[src/rtl/synth_pkg.sv]
// Shared types and constants for the step sequencer: FSM states, pattern entry, gate fractions.
// Pure declarations; no logic, no latency, no backpressure.
package synth_pkg;

    typedef enum logic [1:0] {
        ST_STOP     = 2'd0,
        ST_GATE_ON  = 2'd1,
        ST_GATE_OFF = 2'd2
    } seq_state_t;

    typedef struct packed {
        logic       en;
        logic [3:0] note;
    } step_entry_t;

    localparam logic [1:0] GATE_QUARTER   = 2'b00;
    localparam logic [1:0] GATE_HALF      = 2'b01;
    localparam logic [1:0] GATE_THREE_QTR = 2'b10;
    localparam logic [1:0] GATE_LEGATO    = 2'b11;

    // Tick count at which the gate closes; legato still leaves the last tick low.
    function automatic logic [8:0] gate_threshold(input logic [8:0] step_ticks,
                                                  input logic [1:0] gate_len);
        logic [8:0] thr;
        case (gate_len)
            GATE_QUARTER:   thr = step_ticks >> 2;
            GATE_HALF:      thr = step_ticks >> 1;
            GATE_THREE_QTR: thr = (step_ticks >> 1) + (step_ticks >> 2);
            default:        thr = step_ticks - 9'd1;
        endcase
        return thr;
    endfunction

endpackage

[src/rtl/tick_divider.sv]
// Prescaler: one-cycle tick every CLKS_PER_TICK enabled cycles.
// Tick is combinational from the count register; no backpressure, count clears while en is low.
module tick_divider #(
    parameter int CLKS_PER_TICK = 1000
) (
    input  logic clk,
    input  logic rst,
    input  logic en,
    output logic tick
);

    localparam int CW = (CLKS_PER_TICK > 1) ? $clog2(CLKS_PER_TICK) : 1;
    localparam logic [CW-1:0] LAST = CW'(CLKS_PER_TICK - 1);

    logic [CW-1:0] cnt;

    always_ff @(posedge clk) begin
        if (rst || !en) begin
            cnt <= '0;
        end else if (cnt == LAST) begin
            cnt <= '0;
        end else begin
            cnt <= cnt + CW'(1);
        end
    end

    assign tick = en && (cnt == LAST);

endmodule

[src/rtl/step_sequencer.sv]
// Step sequencer: plays a programmable note/gate pattern into soundproc (tone_freq_bin, hold).
// Outputs registered, one cycle after the deciding event; no backpressure, run low stops next cycle.
module step_sequencer
    import synth_pkg::*;
#(
    parameter int STEPS         = 8,
    parameter int CLKS_PER_TICK = 1000
) (
    input  logic       clk,
    input  logic       rst,
    input  logic       run,
    input  logic [2:0] pat_len,
    input  logic [3:0] step_len,
    input  logic [1:0] gate_len,
    input  logic       wr_en,
    input  logic [2:0] wr_addr,
    input  logic [4:0] wr_data,
    output logic [3:0] tone_freq_bin,
    output logic       hold,
    output logic [2:0] step_idx,
    output logic       step_start
);

    step_entry_t pat_mem [STEPS];

    seq_state_t  state_q, state_d;
    logic        run_q;
    logic [7:0]  tick_cnt_q, tick_cnt_d;
    logic [2:0]  idx_d;
    logic [3:0]  tone_d;
    logic        hold_d;
    logic        start_d;
    logic        tick;

    logic [8:0]  step_ticks;
    logic [8:0]  gate_off_at;
    logic [8:0]  tick_inc;
    logic [2:0]  next_idx;
    step_entry_t first_entry;
    step_entry_t next_entry;

    tick_divider #(
        .CLKS_PER_TICK(CLKS_PER_TICK)
    ) u_tick_divider (
        .clk (clk),
        .rst (rst),
        .en  (state_q != ST_STOP),
        .tick(tick)
    );

    always_ff @(posedge clk) begin
        if (rst) begin
            for (int i = 0; i < STEPS; i++) begin
                pat_mem[i] <= '0;
            end
        end else if (wr_en) begin
            pat_mem[wr_addr] <= step_entry_t'(wr_data);
        end
    end

    assign step_ticks  = {1'b0, step_len, 4'b0000} + 9'd16;
    assign gate_off_at = gate_threshold(step_ticks, gate_len);
    assign tick_inc    = {1'b0, tick_cnt_q} + 9'd1;
    assign next_idx    = (step_idx >= pat_len) ? 3'd0 : step_idx + 3'd1;
    assign first_entry = pat_mem[0];
    assign next_entry  = pat_mem[next_idx];

    always_comb begin
        state_d    = state_q;
        tick_cnt_d = tick_cnt_q;
        idx_d      = step_idx;
        tone_d     = tone_freq_bin;
        hold_d     = hold;
        start_d    = 1'b0;

        if (!run) begin
            state_d    = ST_STOP;
            tick_cnt_d = 8'd0;
            hold_d     = 1'b0;
        end else begin
            case (state_q)
                ST_GATE_ON, ST_GATE_OFF: begin
                    if (tick) begin
                        // >= so a live shrink of step_len below the count ends the step on this tick
                        if (tick_inc >= step_ticks) begin
                            tick_cnt_d = 8'd0;
                            idx_d      = next_idx;
                            tone_d     = next_entry.note;
                            hold_d     = next_entry.en;
                            start_d    = 1'b1;
                            state_d    = next_entry.en ? ST_GATE_ON : ST_GATE_OFF;
                        end else begin
                            tick_cnt_d = tick_inc[7:0];
                            if (state_q == ST_GATE_ON && tick_inc == gate_off_at) begin
                                state_d = ST_GATE_OFF;
                                hold_d  = 1'b0;
                            end
                        end
                    end
                end
                default: begin
                    if (!run_q) begin
                        tick_cnt_d = 8'd0;
                        idx_d      = 3'd0;
                        tone_d     = first_entry.note;
                        hold_d     = first_entry.en;
                        start_d    = 1'b1;
                        state_d    = first_entry.en ? ST_GATE_ON : ST_GATE_OFF;
                    end
                end
            endcase
        end
    end

    always_ff @(posedge clk) begin
        if (rst) begin
            state_q       <= ST_STOP;
            run_q         <= 1'b0;
            tick_cnt_q    <= 8'd0;
            step_idx      <= 3'd0;
            tone_freq_bin <= 4'd0;
            hold          <= 1'b0;
            step_start    <= 1'b0;
        end else begin
            state_q       <= state_d;
            run_q         <= run;
            tick_cnt_q    <= tick_cnt_d;
            step_idx      <= idx_d;
            tone_freq_bin <= tone_d;
            hold          <= hold_d;
            step_start    <= start_d;
        end
    end

endmodule

[config.mk]
export PLATFORM = sky130hd
export DESIGN_NAME = step_sequencer
export DESIGN_NICKNAME = d
export VERILOG_FILES = /design/src/rtl/synth_pkg.sv /design/src/rtl/tick_divider.sv /design/src/rtl/step_sequencer.sv
export SDC_FILE = /design/constraint.sdc
export NUM_CORES = 1
export LEC_CHECK = 0
export CAP_MARGIN = 20
export CORE_MARGIN = 3
export CORE_UTILIZATION = 60
export CTS_BUF_LIST = sky130_fd_sc_hd__clkbuf_16
export CTS_CLUSTER_DIAMETER = 30
export DETAILED_ROUTE_END_ITERATION = 8
export PLACE_DENSITY_LB_ADDON = 0.05
export SLEW_MARGIN = 20
export SYNTH_ARGS = -nofsm -noshare
export SYNTH_HDL_FRONTEND = slang
export SYNTH_SLANG_ARGS = --single-unit
[constraint.sdc]
create_clock -name clk -period 6.7 [get_ports clk]
set_clock_uncertainty 0.1 [all_clocks]
set_input_delay 2.01 -clock clk [delete_from_list [all_inputs] [get_ports clk]]
set_output_delay 2.01 -clock clk [all_outputs]
set_load 0.1 [all_outputs]
**Yosys cells after proc, flatten, opt, wreduce, memory -nomap -nowiden**

Memory sizes are Yosys's and may differ from the RTL's.
Cells that the tools add are included.

- Bits in registers: 30
- Bits in writable memories: 40
- Input bits: 21
- Output and inout bits: 9
- Word-level logic and storage cells: 79
- Memories kept: 1

Memory list:

| name | depth | width | read ports | clocked after Yosys merged registers in | write ports | RTL line | RTL |
|---|---|---|---|---|---|---|---|
| pat_mem | 8 | 5 | 2 | 0 | 8 | step_sequencer.sv:24 | `step_entry_t pat_mem [STEPS];` |

- Add/subtract/negate cells: 6
- Order comparisons: 2
- Equal/unequal tests: 10
- Multiplexer cells: 38
- Bitwise operators: 1
- Reduce and logical (&&, ||, !) cells: 13

Operators by type and width:

| kind | number |
|---|---|
| 2-to-1 mux 8 bit | 4 |
| one-hot mux 9 bit (3 select lines) | 1 |
| 2-to-1 mux 3 bit | 6 |
| 2-to-1 mux 4 bit | 4 |
| 2-to-1 mux 1 bit | 15 |
| 2-to-1 mux 2 bit | 7 |
| adder 10 x 1 -> 10 bit (second input constant) | 1 |
| equality test 10 bit (second input constant) | 1 |
| adder 8 x 1 -> 9 bit (second input constant) | 1 |
| adder 8 x 5 -> 9 bit (second input constant) | 1 |
| adder 8 x 7 -> 9 bit | 1 |
| equality test 9 bit | 1 |
| >= comparator 9 bit | 1 |
| subtractor 9 x 1 -> 9 bit (second input constant) | 1 |
| OR reduction 2 bit | 3 |
| 2-to-1 mux 5 bit | 1 |
| OR reduction 5 bit | 1 |
| equality test 2 x 1 -> 1 bit (second input constant) | 2 |
| equality test 2 bit (second input constant) | 2 |
| != test 2 bit (second input constant) | 2 |
| AND reduction 4 bit | 1 |
| adder 3 x 1 -> 3 bit (second input constant) | 1 |
| >= comparator 3 bit | 1 |
| != test 3 bit (second input constant) | 1 |
| 9 further kinds | 10 |

**Longest topological paths before layout**

- Depth in word-level cells: 9
- Depth in mapped cells: 14

**Modules after synthesis**

From an unflattened synthesis, not the netlist that was laid out.

- Cell total of the unflattened synthesis: 441
- Area, all modules: 4244.1 µm²

By module, submodules not included:

| module | instances | cells an instance | area each (µm²) |
|---|---|---|---|
| step_sequencer | 1 | 389 | 3793.6 |
| tick_divider | 1 | 52 | 450.4 |

**Least setup slack after synthesis**

OpenSTA, ideal clock, no wires.

- Kind: input to register
- Start: input step_len[0]
- End: register hold
- Arrival time: 4.522 ns
- Path slack: 2.006 ns
- Stages: 12
- Path through: buf_4 -> inv_1 -> ha_1 -> fa_1 -> xnor3_1 -> nand2_1 -> xnor2_1 -> o21ai_0 -> xnor2_1 -> nor4b_2 -> a211oi_2 -> mux2i_1

- Cells in the longest elaborated chain, start to end: 7

RTL lines:

| what | RTL line | RTL |
|---|---|---|
| start, declared | step_sequencer.sv:13 | `input logic [3:0] step_len,` |
| adder 8 x 5 -> 9 bit (*) | step_sequencer.sv:61 | `assign step_ticks = {1'b0, step_len, 4'b0000} + 9'd16;` |
| subtractor 9 x 1 -> 9 bit or adder 8 x 7 -> 9 bit (tied branches) | synth_pkg.sv:29, synth_pkg.sv:28 |  |
| one-hot mux 9 bit (3 select lines) | synth_pkg.sv:25 | `case (gate_len)` |
| equality test 9 bit | step_sequencer.sv:94 | `if (state_q == ST_GATE_ON && tick_inc == gate_off_at) begin` |
| logical AND 1 bit | step_sequencer.sv:94 |  |
| != test 3 bit (no source line) | n/a |  |
| AND reduction 3 bit (no source line) | n/a |  |
| end signal, assigned | step_sequencer.sv:130 | `hold <= hold_d;` |
| end, declared | step_sequencer.sv:19 | `output logic hold,` |

Every way passes the cells marked *; elsewhere a longest branch is shown, timed or not. The select of a mux whose other input is x is not followed.
A chain may end at the register's enable or synchronous reset.

**Worst setup path after layout**

- Start: input step_len[0]
- End: register step_idx[1]

- Cells in the longest elaborated chain, start to end: 4

RTL lines:

| what | RTL line | RTL |
|---|---|---|
| adder 8 x 5 -> 9 bit | step_sequencer.sv:61 |  |
| >= comparator 9 bit | step_sequencer.sv:85 | `if (tick_inc >= step_ticks) begin` |
| != test 2 bit (no source line) | n/a |  |
| AND reduction 4 bit (no source line) | n/a |  |
| end signal, assigned | step_sequencer.sv:128 | `step_idx <= idx_d;` |
| end, declared | step_sequencer.sv:20 | `output logic [2:0] step_idx,` |

No other way between the ends.

==> summary.md <==
| Metric | Value |
|---|---|
| WHS Endpoint | `u_tick_divider.cnt[0]` |
| Syn avg cell area | `9.61 µm²` |
| Drt first pass iters | `4` |
| Count of cell types in the netlist | `67` |
| Critical path startpoint category | `input pin` |
| Highest clock rate | `between 150 and 200 MHz` |
| Placer Congestion | `0.839` |
| EDFF count, synth | `40` |
| Crit Path Class | `input pin to flip-flop` |
| RSZ-0062 raised after global routing | `no` |
| Total of max-cap violations | `0` |
| Top FF cell, synth | `edfxtp_1` |
| GRT overflow | `0` |
| Cts bufs inserted | `9` |
| RR Endpoint | `tone_freq_bin[3]` |
| Hold WC Path Type | `flip-flop to flip-flop` |
| Final period utilization | `0.793` |
| Clock Latency Late Sink | `0.33 ns` |
| Crit. End Element | `flip-flop` |
| Starting Density | `0.623` |
| Cts hold-fix bufs | `0` |
| Antenna diodes | `0` |
| Fin. Hold Viols | `0` |
| Via count | `between 3000 and 4000` |
| Vias in the first global route | `between 3000 and 4000` |
| Worst hold path depth | `1` |
| Routed WL | `9100 µm` |
| Wire length of the first global-routing pass | `15400 µm` |
| Syn Nets | `484` |
| Num rows | `30` |
| # port buffers | `29` |
| Share of synthesized registers carrying an async set or reset | `0` |
| Reg2Reg Launch Point | `tick_cnt_q[0]` |
| Final routed DRC violation total | `0` |
| Clock sinks | `69` |
| Mapped Cells | `~440` |
| Placed cells | `549` |
| Final nets | `505` |
| Die ar. | `between 8000 and 9000 µm²` |
| ANT nets after route | `0` |
| Post-DR wirelength/cell | `16.1 µm` |
| Postcts setup bufs | `0` |
| Sequential-to-total area share from yosys stat | `0.419` |
| Overall routing resource usage | `0.234` |
| Layout cells sized above 1 | `0.0959` |
| Largest net degree at the start of global routing | `25` |
| P per Cell Area | `between 200 and 250 nW/µm²` |
| Area Overhead vs Synth | `14.8%` |
| Worst-path maximum fanout | `12` |
| Worst slew slack as a fraction of its limit | `0.347` |
| Layout Cells excl Fill | `565` |
| Least-Margin Pin Slew | `~1 ns` |
| Status | `finished clean` |
| Die height | `90.2 µm` |
| # setup viols final | `0` |
| CP required | `6.79 ns` |
| Initial antenna violation count | `0` |
| Hold Path Origin | `u_tick_divider.cnt[0]` |
| Synthesized area | `4260 µm²` |
| Leading cell type in the layout, fill and taps excluded | `and2_1` |
| Initial DRC count | `175` |
| Worst EP arrival | `between 5 and 6 ns` |
| Slew Viols, Final | `0` |
| Peak supply drop | `0.161 mV` |
| DP HPWL | `6750 µm` |
| YS warnings | `0` |
| Vias per cell | `approximately 5.8` |
| CTS tree | `built` |
| Tmin final | `5.31 ns` |
| Ports | `30` |
| H-tree depth | `3` |
| Core area | `6830 µm²` |
| Leak | `between 1.5 and 2 nW` |
| Post-CTS Resized | `0` |
| Flops & latches, synth | `slightly below 70` |
| Final TNS setup | `0 ns` |
| Flop2flop setup slack | `3.16 ns` |
| R2R depth | `13` |
| Clk root buf | `clkbuf_16` |
| Worst-path clk slew | `about 0.060 ns` |
| Die W | `approximately 90 µm` |
| Clock Path Buffers | `2` |
| Most frequent cells in the layout | `and2_1, edfxtp_1, nor2_1` |
-- how the worst max path moves through the flow --
stage                 from           to  cells past startpoint
5_1_grt        step_len[0]  step_idx[2]                     12
6_report       step_len[0]  step_idx[1]                     12
2_1_floorplan  step_len[0]         hold                     12
3_5_place_dp   step_len[0]  step_idx[2]                     12
3_3_place_gp   step_len[0]   state_q[1]                     13
4_1_cts        step_len[0]         hold                     13
-- flip-flops by register name, indices dropped and copies added, names as in the netlist --
name and count:
state_q 1, step_start 1, run_q 1, tone_freq_bin 4, hold 1, pat_mem 40
step_idx 3, u_tick_divider.cnt 10, tick_cnt_q 8
-- cells in the mapped netlist (all sizes together) (7+ instances only) --
| library cell | n | area, µm² |
|---|---|---|
| a21oi | 27 | 139 |
| nor3 | 8 | 40.0 |
| edfxtp | 40 | 1200 |
| buf | 7 | 43.8 |
| nand3 | 23 | 138 |
| dfxtp | 29 | 581 |
| or2 | 9 | 56.3 |
| xor2 | 13 | 129 |
| xnor2 | 12 | 120 |
| mux2i | 13 | 130 |
| clkbuf | 13 | 50.0 |
| inv | 19 | 71.3 |
| ha | 19 | 238 |
| o21ai | 20 | 104 |
| nor2 | 33 | 129 |
| and2 | 43 | 269 |
| and3 | 7 | 43.8 |
| nand2 | 29 | 109 |
-- metal layers --
| layer | track usage | routed length [µm] | part of all wire | up-vias |
|---|---|---|---|---|
| li1 | - | - | - | 1630 |
| met1 | 0.288 | 3860 | 0.42 | 1545 |
| met2 | 0.411 | 4710 | 0.52 | 78 |
| met3 | 0.0393 | 386 | 0.042 | 13 |
| met4 | 0.0855 | 148 | 0.016 | 0 |
| met5 | 0 | 0 | 0 | - |
-- cell type report --
type / instances / area [µm²]
inverter: 19 / 71.3
sequential: 69 / 1780
fill: 532 / 1950
tap: 96 / 120
multi-input combinational: 335 / 2310
clock inverter: 5 / 30.0
clock buffer: 11 / 275
timing repair buffer: 30 / 298
-- cells by family (layout without fill, tap and decap cells) --
family	Yosys count	after routing	synth area share
flip-flops	69	69	0.419
adder cells (fa/ha/maj)	22	22	0.0658
XOR/XNOR	26	26	0.0638
multiplexers	14	14	0.0332
AO/OA/AOI/OAI	88	88	0.139
buffers and inverters	39	65	0.0388
AND/OR/NAND/NOR	185	185	0.241
-- worst max-delay path, cell delays in order --
cell,delay (ns)
clkdlybuf4s50_1,0.72
inv_1,0.15
ha_1,0.52
ha_1,0.31
nor2b_1,0.14
o21ai_0,0.15
o311ai_1,0.16
a31oi_1,0.35
a21oi_2,0.14
o21ai_2,0.44
mux2i_1,0.25
nor2_1,0.05
-- power breakdown --
part,switching [mW],internal [mW]
clock,0.179,0.294
sequential,0.00899,0.468
combinational,0.0950,0.0580
-- through the flow --
step / util / total power [mW] / hold WS (ns) / setup WS, ns / cell area, µm²
2_1_floorplan: - / 0.593 / 0.330 / 2.01 / 4260
3_3_place_gp: 0.671 / 0.633 / 0.342 / 1.21 / 4580
3_5_place_dp: 0.671 / 0.637 / 0.351 / 1.07 / 4580
4_1_cts: 0.715 / 1.10 / 0.363 / 1.42 / 4890
5_1_grt: 0.715 / 1.14 / 0.393 / 1.09 / 4890
6_report: 0.715 / 1.10 / 0.371 / 1.39 / 4890
Note: power is estimated with default switching activity, not from simulation.
